File: src/rtl/easy_fifo_pkg.sv
// Shared types and helpers for the easy_fifo AXIS stages.
package easy_fifo_pkg;

    // Packetizer state: EMPTY = hold register empty, HOLD = one beat held,
    // FINAL = held beat must leave as the last beat of the packet.
    typedef enum logic [1:0] {
        EMPTY,
        HOLD,
        FINAL
    } pktz_state_t;

    // Bits needed to represent the value n (at least 1).
    function automatic int unsigned clog2p1(input int unsigned n);
        if (n < 2) begin
            return 1;
        end
        return $clog2(64'(n) + 64'd1);
    endfunction

endpackage

File: src/rtl/easy_axis_out_reg.sv
// Single-entry AXIS output register slice: loads {data,last} when told to,
// holds it stable until the downstream accepts it.
module easy_axis_out_reg #(
    parameter int unsigned DWIDTH = 32
) (
    input  logic              clk,
    input  logic              rst,
    input  logic              load,
    input  logic [DWIDTH-1:0] load_data,
    input  logic              load_last,
    input  logic              m_tready,
    output logic              free,
    output logic [DWIDTH-1:0] m_tdata,
    output logic              m_tlast,
    output logic              m_tvalid
);

    logic [DWIDTH-1:0] data_q, data_d;
    logic              last_q, last_d;
    logic              valid_q, valid_d;

    assign free     = !valid_q || m_tready;
    assign m_tdata  = data_q;
    assign m_tlast  = last_q;
    assign m_tvalid = valid_q;

    // Next contents: a load (only issued while free) wins over a plain drain.
    always_comb begin
        data_d  = data_q;
        last_d  = last_q;
        valid_d = valid_q;
        if (load) begin
            data_d  = load_data;
            last_d  = load_last;
            valid_d = 1'b1;
        end else if (m_tready) begin
            valid_d = 1'b0;
        end
    end

    // Register update with synchronous active-low reset.
    always_ff @(posedge clk) begin
        if (!rst) begin
            data_q  <= '0;
            last_q  <= 1'b0;
            valid_q <= 1'b0;
        end else begin
            data_q  <= data_d;
            last_q  <= last_d;
            valid_q <= valid_d;
        end
    end

endmodule

File: src/rtl/easy_axis_packetizer.sv
// AXIS packetizer: frames an unframed beat stream into packets closed by
// MAX_BEATS, an idle TIMEOUT or a flush pulse. One beat is held back so tlast
// can be attached after the fact.
// Optional: define EASY_PACKETIZER_STATS_EN for pkt_count/timeout_count outputs.
module easy_axis_packetizer
    import easy_fifo_pkg::*;
#(
    parameter int unsigned DWIDTH    = 32,
    parameter int unsigned MAX_BEATS = 64,
    parameter int unsigned TIMEOUT   = 256
) (
    input  logic              clk,
    input  logic              rst,
    input  logic [DWIDTH-1:0] s_axis_tdata,
    input  logic              s_axis_tvalid,
    output logic              s_axis_tready,
    output logic [DWIDTH-1:0] m_axis_tdata,
    output logic              m_axis_tvalid,
    input  logic              m_axis_tready,
    output logic              m_axis_tlast,
    input  logic              flush
`ifdef EASY_PACKETIZER_STATS_EN
   ,output logic [31:0]       pkt_count,
    output logic [31:0]       timeout_count
`endif
);

    localparam int unsigned      CNT_W      = clog2p1(MAX_BEATS);
    localparam int unsigned      TMR_W      = clog2p1(TIMEOUT);
    localparam logic [CNT_W-1:0] LAST_IDX   = CNT_W'(MAX_BEATS - 1);
    localparam logic [TMR_W-1:0] TMR_MAX    = (TIMEOUT == 0) ? '0 : TMR_W'(TIMEOUT - 1);
    localparam bit               TIMEOUT_EN = (TIMEOUT != 0);

    pktz_state_t       state_q, state_d;
    logic [CNT_W-1:0]  beat_cnt_q, beat_cnt_d, beat_inc;
    logic [TMR_W-1:0]  timer_q, timer_d;
    logic [DWIDTH-1:0] hold_q, hold_d;

    logic              o_free;
    logic              o_load;
    logic [DWIDTH-1:0] o_data;
    logic              o_last;
    logic              accept;
    logic              timeout_hit;

    assign s_axis_tready = rst && o_free && (state_q != FINAL);
    assign accept        = s_axis_tvalid && s_axis_tready;

    easy_axis_out_reg #(
        .DWIDTH(DWIDTH)
    ) u_out (
        .clk      (clk),
        .rst      (rst),
        .load     (o_load),
        .load_data(o_data),
        .load_last(o_last),
        .m_tready (m_axis_tready),
        .free     (o_free),
        .m_tdata  (m_axis_tdata),
        .m_tlast  (m_axis_tlast),
        .m_tvalid (m_axis_tvalid)
    );

    // Next-state, hold-register and output-load decisions.
    always_comb begin
        state_d     = state_q;
        beat_cnt_d  = beat_cnt_q;
        timer_d     = timer_q;
        hold_d      = hold_q;
        o_load      = 1'b0;
        o_data      = hold_q;
        o_last      = 1'b0;
        timeout_hit = 1'b0;
        beat_inc    = beat_cnt_q + CNT_W'(1);
        case (state_q)
            EMPTY: begin
                if (accept) begin
                    if (beat_cnt_q == LAST_IDX) begin
                        // Packet-completing beat bypasses the hold register.
                        o_load     = 1'b1;
                        o_data     = s_axis_tdata;
                        o_last     = 1'b1;
                        beat_cnt_d = '0;
                    end else begin
                        hold_d  = s_axis_tdata;
                        state_d = HOLD;
                        timer_d = '0;
                    end
                end
            end
            HOLD: begin
                if (accept) begin
                    // A new beat proves the held one is not last; flush is dropped.
                    o_load     = 1'b1;
                    o_data     = hold_q;
                    beat_cnt_d = beat_inc;
                    hold_d     = s_axis_tdata;
                    timer_d    = '0;
                    if (beat_inc == LAST_IDX) begin
                        state_d = FINAL;
                    end
                end else begin
                    if (timer_q != TMR_MAX) begin
                        timer_d = timer_q + TMR_W'(1);
                    end
                    timeout_hit = TIMEOUT_EN && (timer_q == TMR_MAX);
                    if (timeout_hit || flush) begin
                        state_d = FINAL;
                    end
                end
            end
            FINAL: begin
                if (o_free) begin
                    o_load     = 1'b1;
                    o_data     = hold_q;
                    o_last     = 1'b1;
                    beat_cnt_d = '0;
                    state_d    = EMPTY;
                end
            end
            default: begin
                state_d = EMPTY;
            end
        endcase
    end

    // Control and hold-register state with synchronous active-low reset.
    always_ff @(posedge clk) begin
        if (!rst) begin
            state_q    <= EMPTY;
            beat_cnt_q <= '0;
            timer_q    <= '0;
            hold_q     <= '0;
        end else begin
            state_q    <= state_d;
            beat_cnt_q <= beat_cnt_d;
            timer_q    <= timer_d;
            hold_q     <= hold_d;
        end
    end

`ifdef EASY_PACKETIZER_STATS_EN
    logic [31:0] pkt_count_q, pkt_count_d;
    logic [31:0] timeout_count_q, timeout_count_d;

    assign pkt_count     = pkt_count_q;
    assign timeout_count = timeout_count_q;

    // Wrapping event counters: accepted last beats and timeout-caused closes.
    always_comb begin
        pkt_count_d     = pkt_count_q;
        timeout_count_d = timeout_count_q;
        if (m_axis_tvalid && m_axis_tready && m_axis_tlast) begin
            pkt_count_d = pkt_count_q + 32'd1;
        end
        if (timeout_hit) begin
            timeout_count_d = timeout_count_q + 32'd1;
        end
    end

    // Counter registers with synchronous active-low reset.
    always_ff @(posedge clk) begin
        if (!rst) begin
            pkt_count_q     <= '0;
            timeout_count_q <= '0;
        end else begin
            pkt_count_q     <= pkt_count_d;
            timeout_count_q <= timeout_count_d;
        end
    end
`endif

endmodule

File: config.mk
export PLATFORM = sky130hd
export DESIGN_NAME = easy_axis_packetizer
export DESIGN_NICKNAME = d
export VERILOG_FILES = /design/src/rtl/easy_fifo_pkg.sv /design/src/rtl/easy_axis_out_reg.sv /design/src/rtl/easy_axis_packetizer.sv
export SDC_FILE = /design/constraint.sdc
export NUM_CORES = 1
export LEC_CHECK = 0
export BUFFER_PORTS_ARGS = -buffer_cell sky130_fd_sc_hd__buf_4
export CORE_ASPECT_RATIO = 0.6
export CORE_UTILIZATION = 55
export DETAILED_ROUTE_END_ITERATION = 7
export GPL_ROUTABILITY_DRIVEN = 0
export PLACE_DENSITY_LB_ADDON = 0.25
export SKIP_LAST_GASP = 1
export SLEW_MARGIN = 40
export SYNTH_ARGS = -nofsm -noshare
export SYNTH_HDL_FRONTEND = slang
export SYNTH_HIERARCHICAL = 1
export SYNTH_SLANG_ARGS = --single-unit
File: constraint.sdc
create_clock -name clk -period 2.2 [get_ports clk]
set_input_delay 0.11 -clock clk [delete_from_list [all_inputs] [get_ports clk]]
set_output_delay 0.11 -clock clk [all_outputs]
set_load 0.02 [all_outputs]
== Word-level counts from Yosys, hierarchy flattened ==
Index checks and enable logic that the tools add are counted.
Storage, ports and cells
  register bits: 84
  output and inout port bits: 35
  word-level logic and storage cells: 70
Operators by class
  add/sub/neg operators: 2
  eq/ne operators: 15
  muxes and demuxes: 32
  reduce and logical (&&, ||, !) cells: 14
Operator list (count)
  $mux W32: 6
  $pmux W32 S2: 1
  $mux W9: 4
  $mux W7: 4
  $pmux W7 S3: 1
  $pmux W9 S2: 1
  $eq A7 B6 Y1 const B: 2
  $mux W2: 6
  $ne A2 B2 Y1 const B: 6
  $reduce_and A5 Y1: 2
  $add A9 B1 Y9 const B: 1
  $eq A9 B8 Y1 const B: 1
  $ne A3 B3 Y1 const B: 3
  $ne A9 B8 Y1 const B: 1
  $reduce_and A4 Y1: 2
  $add A7 B1 Y7 const B: 1
  $mux W1: 6
  $pmux W2 S3: 1
  $reduce_bool A2 Y1: 2
  $logic_and A1 B1 Y1: 3
  $pmux W1 S3: 1
  $reduce_bool A3 Y1: 1
  $eq A2 B1 Y1 const B: 1
  $eq A2 B2 Y1 const B: 1
  4 further kinds: 5

== Logic depth before layout (Yosys ltp) ==
Gate-level depths: netlist (run 1).
  word-level depth: 8
  gate-level depth with buffers: 8
  mapped depth without buffers: 8

== Modules after synthesis ==
Netlist (run 1), hierarchy kept.
By module, submodules not included
  easy_axis_packetizer: times used 1, cells an instance 318, area each 2641.3 um^2, sequential area each 1001.0 um^2
  easy_axis_out_reg: times used 1, cells an instance 110, area each 1317.5 um^2, sequential area each 680.7 um^2

== Least setup slack after synthesis (run 1) ==
OpenSTA, ideal clock, no wires.
  path type: register to register
  start: register beat_cnt_q[1]
  end: register u_out.data_q[28], in the netlist u_out/m_tdata[28]
  library setup time: 0.116 ns
  arrival time: 1.826 ns
  required time: 2.084 ns
  setup slack: 0.258 ns
  stages on the path, launching flop included: 9
  path buffers: 2
  period minus slack after synthesis: 1.942 ns
  cells stage by stage: dfxtp_1 > ha_1 > and4_1 > and4b_1 > buf_4 > buf_6 > mux2_2 > mux2i_1 > nor2b_1
Between the ends
  cells in the longest elaborated chain, start to end: 4
RTL lines
  start: declaration: line easy_axis_packetizer.sv:35  | logic [CNT_W-1:0] beat_cnt_q, beat_cnt_d, beat_inc;
  start signal: assignment: line easy_axis_packetizer.sv:136  | beat_cnt_q <= beat_cnt_d;
  $eq A7 B6 Y1: line easy_axis_packetizer.sv:78  | if (beat_cnt_q == LAST_IDX) begin
  $mux W32: line easy_axis_packetizer.sv:78
  $mux W32: line easy_axis_packetizer.sv:77  | if (accept) begin
  $mux W32
  named net o_data[28]: line easy_axis_packetizer.sv:41  | logic [DWIDTH-1:0] o_data;
  end signal: assignment: line easy_axis_out_reg.sv:48  | data_q <= data_d;
  end: declaration: line easy_axis_out_reg.sv:18  | logic [DWIDTH-1:0] data_q, data_d;
The timed path passes the listed nets, and every way through them passes these cells.
A chain may end at the register's enable or synchronous reset.

== Worst setup path after layout (run 1) ==
  start: register beat_cnt_q[0]
  end: register u_out.data_q[3], in the netlist u_out/m_tdata[3]
Same word-level chain as after synthesis.

==> flow_metrics.tcl, run 1 <==
set metrics [dict create \
    outcome "finished with violations" \
    violations "design-rule violations" \
    crit_path_max_incr_delay_ns 0.38 \
    cp_top_family "simple AND/OR/NAND/NOR gates" \
    yosysSeqAreaShare 0.425 \
    crit_arrival_ns 2.32 \
    drv_cap 0 \
    layout-drive-gt1-share 0.266 \
    p_leak_nw 1.87 \
    setup_viol 0 \
    met3_usage 0.0628 \
    grt_use_met2 0.416 \
    route.antenna.remaining_nets 0 \
    synth.avg_cell_area_um2 9.25 \
    post_cts_buffers 0 \
    ys_types 47 \
    grt_pass1_vias 3061 \
    dr.pass1.iters 8 \
    synth-edff-count 0 \
    syn_inst 428 \
    wl_mm 9.37 \
    place_area_um2 4550 \
    area_growth_pct 22.5 \
    nets 536 \
    layout_common_cells "dfxtp_1 (84), buf_4 (83), nand2_1 (71)" \
    numPortBuffers 71 \
    synth_xor_area_frac 0.00442 \
    cts.sinks 84 \
    drc 3 \
    timing.slew.headroom 0.710 \
    placementRows 23 \
    timing.final.crit_share 0.958 \
    fmax_ghz 0.475 \
    fin_skew_ns 0.00471 \
    cp_cell_sequence "ha_1 -> and4_1 -> and4b_1 -> buf_12 -> mux2_2 -> mux2i_1 -> nor2b_1" \
    antenna_found_initial 0 \
    grt_setup_unrepaired "yes" \
    power_density_nw_per_um2 705 \
    cp.required_ns 2.42 \
    track_usage 0.259 \
    num_antenna_cells 0 \
    initial_core_util 0.580 \
    num_vias 3259 \
    synthFlopType "dfxtp_1" \
    chipHeight_um 67.7 \
    synth_mux_area_frac 0.190 \
    dieArea_um2 7550 \
    cp-start-kind "register" \
    final_core_util 0.711 \
    core_um2 6820 \
    setup_slack_ns 0.0935 \
    synth_warnings 6 \
    syn_nets 469 \
    whs_ns 0.0325 \
    insertion_delay_ns 0.33 \
    cts_root_buffer "clkbuf_16" \
    cp-startpoint "beat_cnt_q[0]$_SDFFE_PN0P_" \
    peakVddDrop_v 0.000493 \
    instances_no_fill 587 \
    overflow 0 \
    fill_cells 536 \
    grt_max_degree 46 \
    cts.htree.levels 3 \
    hold_start "s_axis_tdata[29]" \
    wire_per_inst_um 16.0 \
    worstSetupPathType "reg2reg" \
    synth-seq-cells 84 \
    syn_area_um2 3960 \
    r2r-start "beat_cnt_q[0]$_SDFFE_PN0P_" \
    synthAdderAreaFrac 0.0126 \
    fin_tns_setup_ns 0 \
    cp_max_fo 20 \
    hold_viol 0 \
    crit_buf_inv 1 \
    drv_slew 0 \
    synthArstFlopShare 0 \
    clockBufferDepth 2 \
    min_period_ns 2.11 \
    tightest_slew_ns 0.435 \
    io_pins 72 \
    path_clk_slew_ns 0.06 \
    holdBufCountCts 0 \
    grt_use_met1 0.351 \
    hold_class "in2reg" \
    grt-busiest-layer "met2" \
    die_width_um 112 \
    p_total_mw 3.42 \
    end_kind "register" \
    dp_hpwl_mm 6.13 \
    cts_resized 0 \
    cp_slowest_cell "dfxtp_1" \
    numCtsBuffers 9 \
    fin_area_um2 4850 \
    pre_cts_slack_ns 0.124 \
    first_iter_violations 245 \
    cts_tree "done" \
    synth_compound_area_frac 0.112 \
    dp.cells 571 \
    synth_top_family_by_area "simple AND/OR/NAND/NOR gates" \
    final_common_cell "dfxtp_1" \
    grt_pass1_wl_mm 15.1 \
    synth-simple-area-share 0.195 \
    routed_via_density 5.55 \
]
==> report_power, final <==
group          total [mW]  switching [mW]  internal, mW  leakage (nW)
registers            1.59          0.0274          1.56         0.681
logic               0.324           0.171         0.153          1.05
clock network        1.51           0.566         0.944         0.144
==> worst paths after layout <==
check                                        to  depth (start not counted)  slack (ns)
setup reg to reg  u_out/m_tdata[3]$_SDFFE_PN0P_                          7        0.09
hold reg to reg          hold_q[9]$_SDFFE_PN0P_                          2        0.46
setup / recovery  u_out/m_tdata[3]$_SDFFE_PN0P_                          7        0.09
hold / removal          hold_q[29]$_SDFFE_PN0P_                          3        0.03
==> synth_stat cells (all sizes together) (3+ instances only) <==
library cell  instances  area [um^2]
nor2b                34          213
nand2b                5         31.3
nand2                72          270
ha                    4         50.1
o21ai                 9         45.0
mux2i                39          390
and3                  3         18.8
nor3                  3         15.0
a21boi                3         22.5
a21oi                42          210
nor2                  6         22.5
a211oi                4         30.0
inv                   4         15.0
mux2                 32          360
nand3                18         90.1
dfxtp                84         1680
buf                  22          190
clkbuf                9         35.0
or3                   6         37.5
a31oi                 5         31.3
==> flip-flops by register name (all words and copies together) (netlist names) <==
register        count
state_q             2
hold_q             32
timer_q             9
u_out/m_tlast       1
u_out/m_tvalid      1
beat_cnt_q          7
u_out/m_tdata      32
==> logic make-up (layout without fill, tap and decap cells) <==
logic type | after synthesis | after routing
muxes | 71 | 71
AOI/OAI and AO/OA | 75 | 75
xor gates and xnor gates | 2 | 2
and+or+nand+nor | 156 | 156
buffers and inverters | 36 | 108
DFF | 84 | 84
adders and majority gates | 4 | 4
==> routing by layer <==
metal,up-vias,part of all wire
met5,-,0
met4,0,0.0027
met3,4,0.058
met2,109,0.45
met1,1528,0.49
li1,1618,-
==> final cells by class <==
type	count	area [um^2]	share of cell area
tap	87	109	0.0224
sequential	84	1680	0.347
multi-input combinational	308	2050	0.422
inverter	5	18.8	0.00387
clock buffer	15	268	0.0552
clock inverter	1	30.0	0.00619
timing repair buffer	87	694	0.143
==> worst min-delay path, delay by kind of cell <==
family / cells / cell delay (ns)
buffers and inverters: 1 / 0.11
AO/OA/AOI/OAI: 1 / 0.05
AND/OR/NAND/NOR: 1 / 0.05
Note: power is estimated with default switching activity, not from simulation.
==> run 2, diff against run 1 <==
- CORE_ASPECT_RATIO: 0.6 -> unset
- SKIP_LAST_GASP: 1 -> unset
- clock period: 2.2 -> 2.25 ns (I/O delays scaled with it)
==> flow_metrics.tcl, run 2 (synthesis results as in run 1) <==
set metrics [dict create \
    post_cts_buffers 0 \
    cp_top_family "simple AND/OR/NAND/NOR gates" \
    cp_max_fo 24 \
    antenna_found_initial 0 \
    cp.required_ns 2.50 \
    hold_class "in2reg" \
    p_sw_frac 0.252 \
    p_switching_mw 0.739 \
    timing.final.crit_share 0.937 \
    p_leak_nw 1.86 \
    power.share.clock 0.362 \
    worstSetupPathType "reg2reg" \
    cp-start-kind "register" \
    nets 546 \
    peakVddDrop_v 0.000381 \
    tightest_slew_ns 0.556 \
    crit_path_max_incr_delay_ns 0.43 \
    crit_arrival_ns 2.35 \
    layout-drive-gt1-share 0.273 \
    timing.slew.headroom 0.629 \
    fin_tns_setup_ns 0 \
    p_seq_frac 0.527 \
    min_period_ns 2.11 \
    wl_mm 8.68 \
    numPortBuffers 71 \
    wire_per_inst_um 14.3 \
    final_core_util 0.706 \
    area_growth_pct 22.5 \
    path_clk_slew_ns 0.09 \
    cp_cell_sequence "ha_4 -> and4_1 -> and4b_2 -> buf_12 -> mux2_1 -> mux2i_1 -> nor2b_1" \
    first_iter_violations 124 \
    route.antenna.remaining_nets 0 \
    drv_cap 0 \
    num_antenna_cells 0 \
    combPwrFrac 0.111 \
    routed_via_density 5.46 \
    cts_tree "done" \
    initial_core_util 0.576 \
    dieArea_um2 7540 \
    overflow 0 \
    cp-startpoint "beat_cnt_q[1]$_SDFFE_PN0P_" \
    layout_common_cells "buf_4 (86), dfxtp_1 (84), nand2_1 (71)" \
    grt_pass1_wl_mm 14.3 \
    placementRows 30 \
    insertion_delay_ns 0.36 \
    fin_skew_ns 0.00918 \
    grt_setup_unrepaired "no" \
    chipHeight_um 86.8 \
    grt_pass1_vias 3111 \
    r2r-start "beat_cnt_q[1]$_SDFFE_PN0P_" \
    num_vias 3308 \
    track_usage 0.241 \
    final_common_cell "buf_4" \
    cp_slowest_cell "dfxtp_1" \
    numCtsBuffers 9 \
    cts_root_buffer "clkbuf_8" \
    drv_slew 0 \
    hold_viol 0 \
    outcome "completed" \
    setup_viol 0 \
    crit_buf_inv 1 \
    hold_start "s_axis_tdata[18]" \
    io_pins 72 \
    grt_max_degree 32 \
    cts.htree.levels 3 \
    dp_hpwl_mm 5.67 \
    end_kind "register" \
    die_width_um 86.8 \
    drc 0 \
    dr.pass1.iters 4 \
    fmax_ghz 0.474 \
    power_density_nw_per_um2 606 \
    core_um2 6870 \
    cts.sinks 84 \
    clockBufferDepth 2 \
    power.internal_mw 2.20 \
]
run 2: changes by cell type in the layout (fill, tap and decap cells not counted), sizes merged:
| cell | previous run | this run |
|---|---|---|
| clkinvlp | 0 | 2 |
| buf | 87 | 88 |
| dlygate4sd3 | 0 | 9 |
| clkbuf | 15 | 10 |
| inv | 4 | 5 |
| clkinv | 1 | 3 |
run 2: final timing paths:
path,endpoint,slack [ns],cells after the start
setup / recovery,u_out/m_tdata[15]$_SDFFE_PN0P_,0.14,7
setup reg to reg,u_out/m_tdata[15]$_SDFFE_PN0P_,0.14,7
hold / removal,hold_q[18]$_SDFFE_PN0P_,0.008,3
hold reg to reg,hold_q[16]$_SDFFE_PN0P_,0.46,2
run 2: metrics by stage:
step | instance area [um^2] | power [mW] | worst slack, ns | cells | hold slack [ns]
after floorplan | 3960 | 1.78 | 0.308 | 428 | 0.241
after global placement | 4560 | 1.89 | 0.211 | 581 | 0.368
after detailed placement | 4560 | 1.89 | 0.0711 | 581 | 0.377
after CTS | 4840 | 2.96 | 0.0710 | 606 | 0.00108
after global routing | 4850 | 3.06 | 0.0389 | 606 | 0.000207
final | 4850 | 2.94 | 0.142 | 606 | 0.00825
run 2: power by group through the flow:
stage	registers [mW]	logic (mW)	clock network, mW
2_1_floorplan	1.58	0.204	0
3_3_place_gp	1.58	0.305	0
3_5_place_dp	1.58	0.312	0
4_1_cts	1.55	0.325	1.08
5_1_grt	1.56	0.355	1.15
6_report	1.55	0.326	1.06
run 2: cell type report:
class	instances	area, um^2
clock buffer	10	128
clock inverter	6	63.8
fill	528	2020
inverter	5	18.8
multi-input combinational	308	2060
sequential	84	1680
tap	96	120
timing repair buffer	97	776
run 2: what timing repair did:
item,CTS,global route
hold endpoints to repair,9,0
hold buffers,9,0
resized for setup,0,2
endpoints found under the setup margin,0,24
run 2: tightest hold or removal path, stage by stage:
cell and delay, ns:
buf_4 0.11, nand2_1 0.05, a21oi_1 0.05
run 2: per-layer routing:
metal / share of wire / GRT usage / routed length, um
met5: 0 / 0 / 0
met4: 0.021 / 0.118 / 180
met3: 0.040 / 0.0429 / 345
met2: 0.48 / 0.401 / 4170
met1: 0.46 / 0.300 / 3980
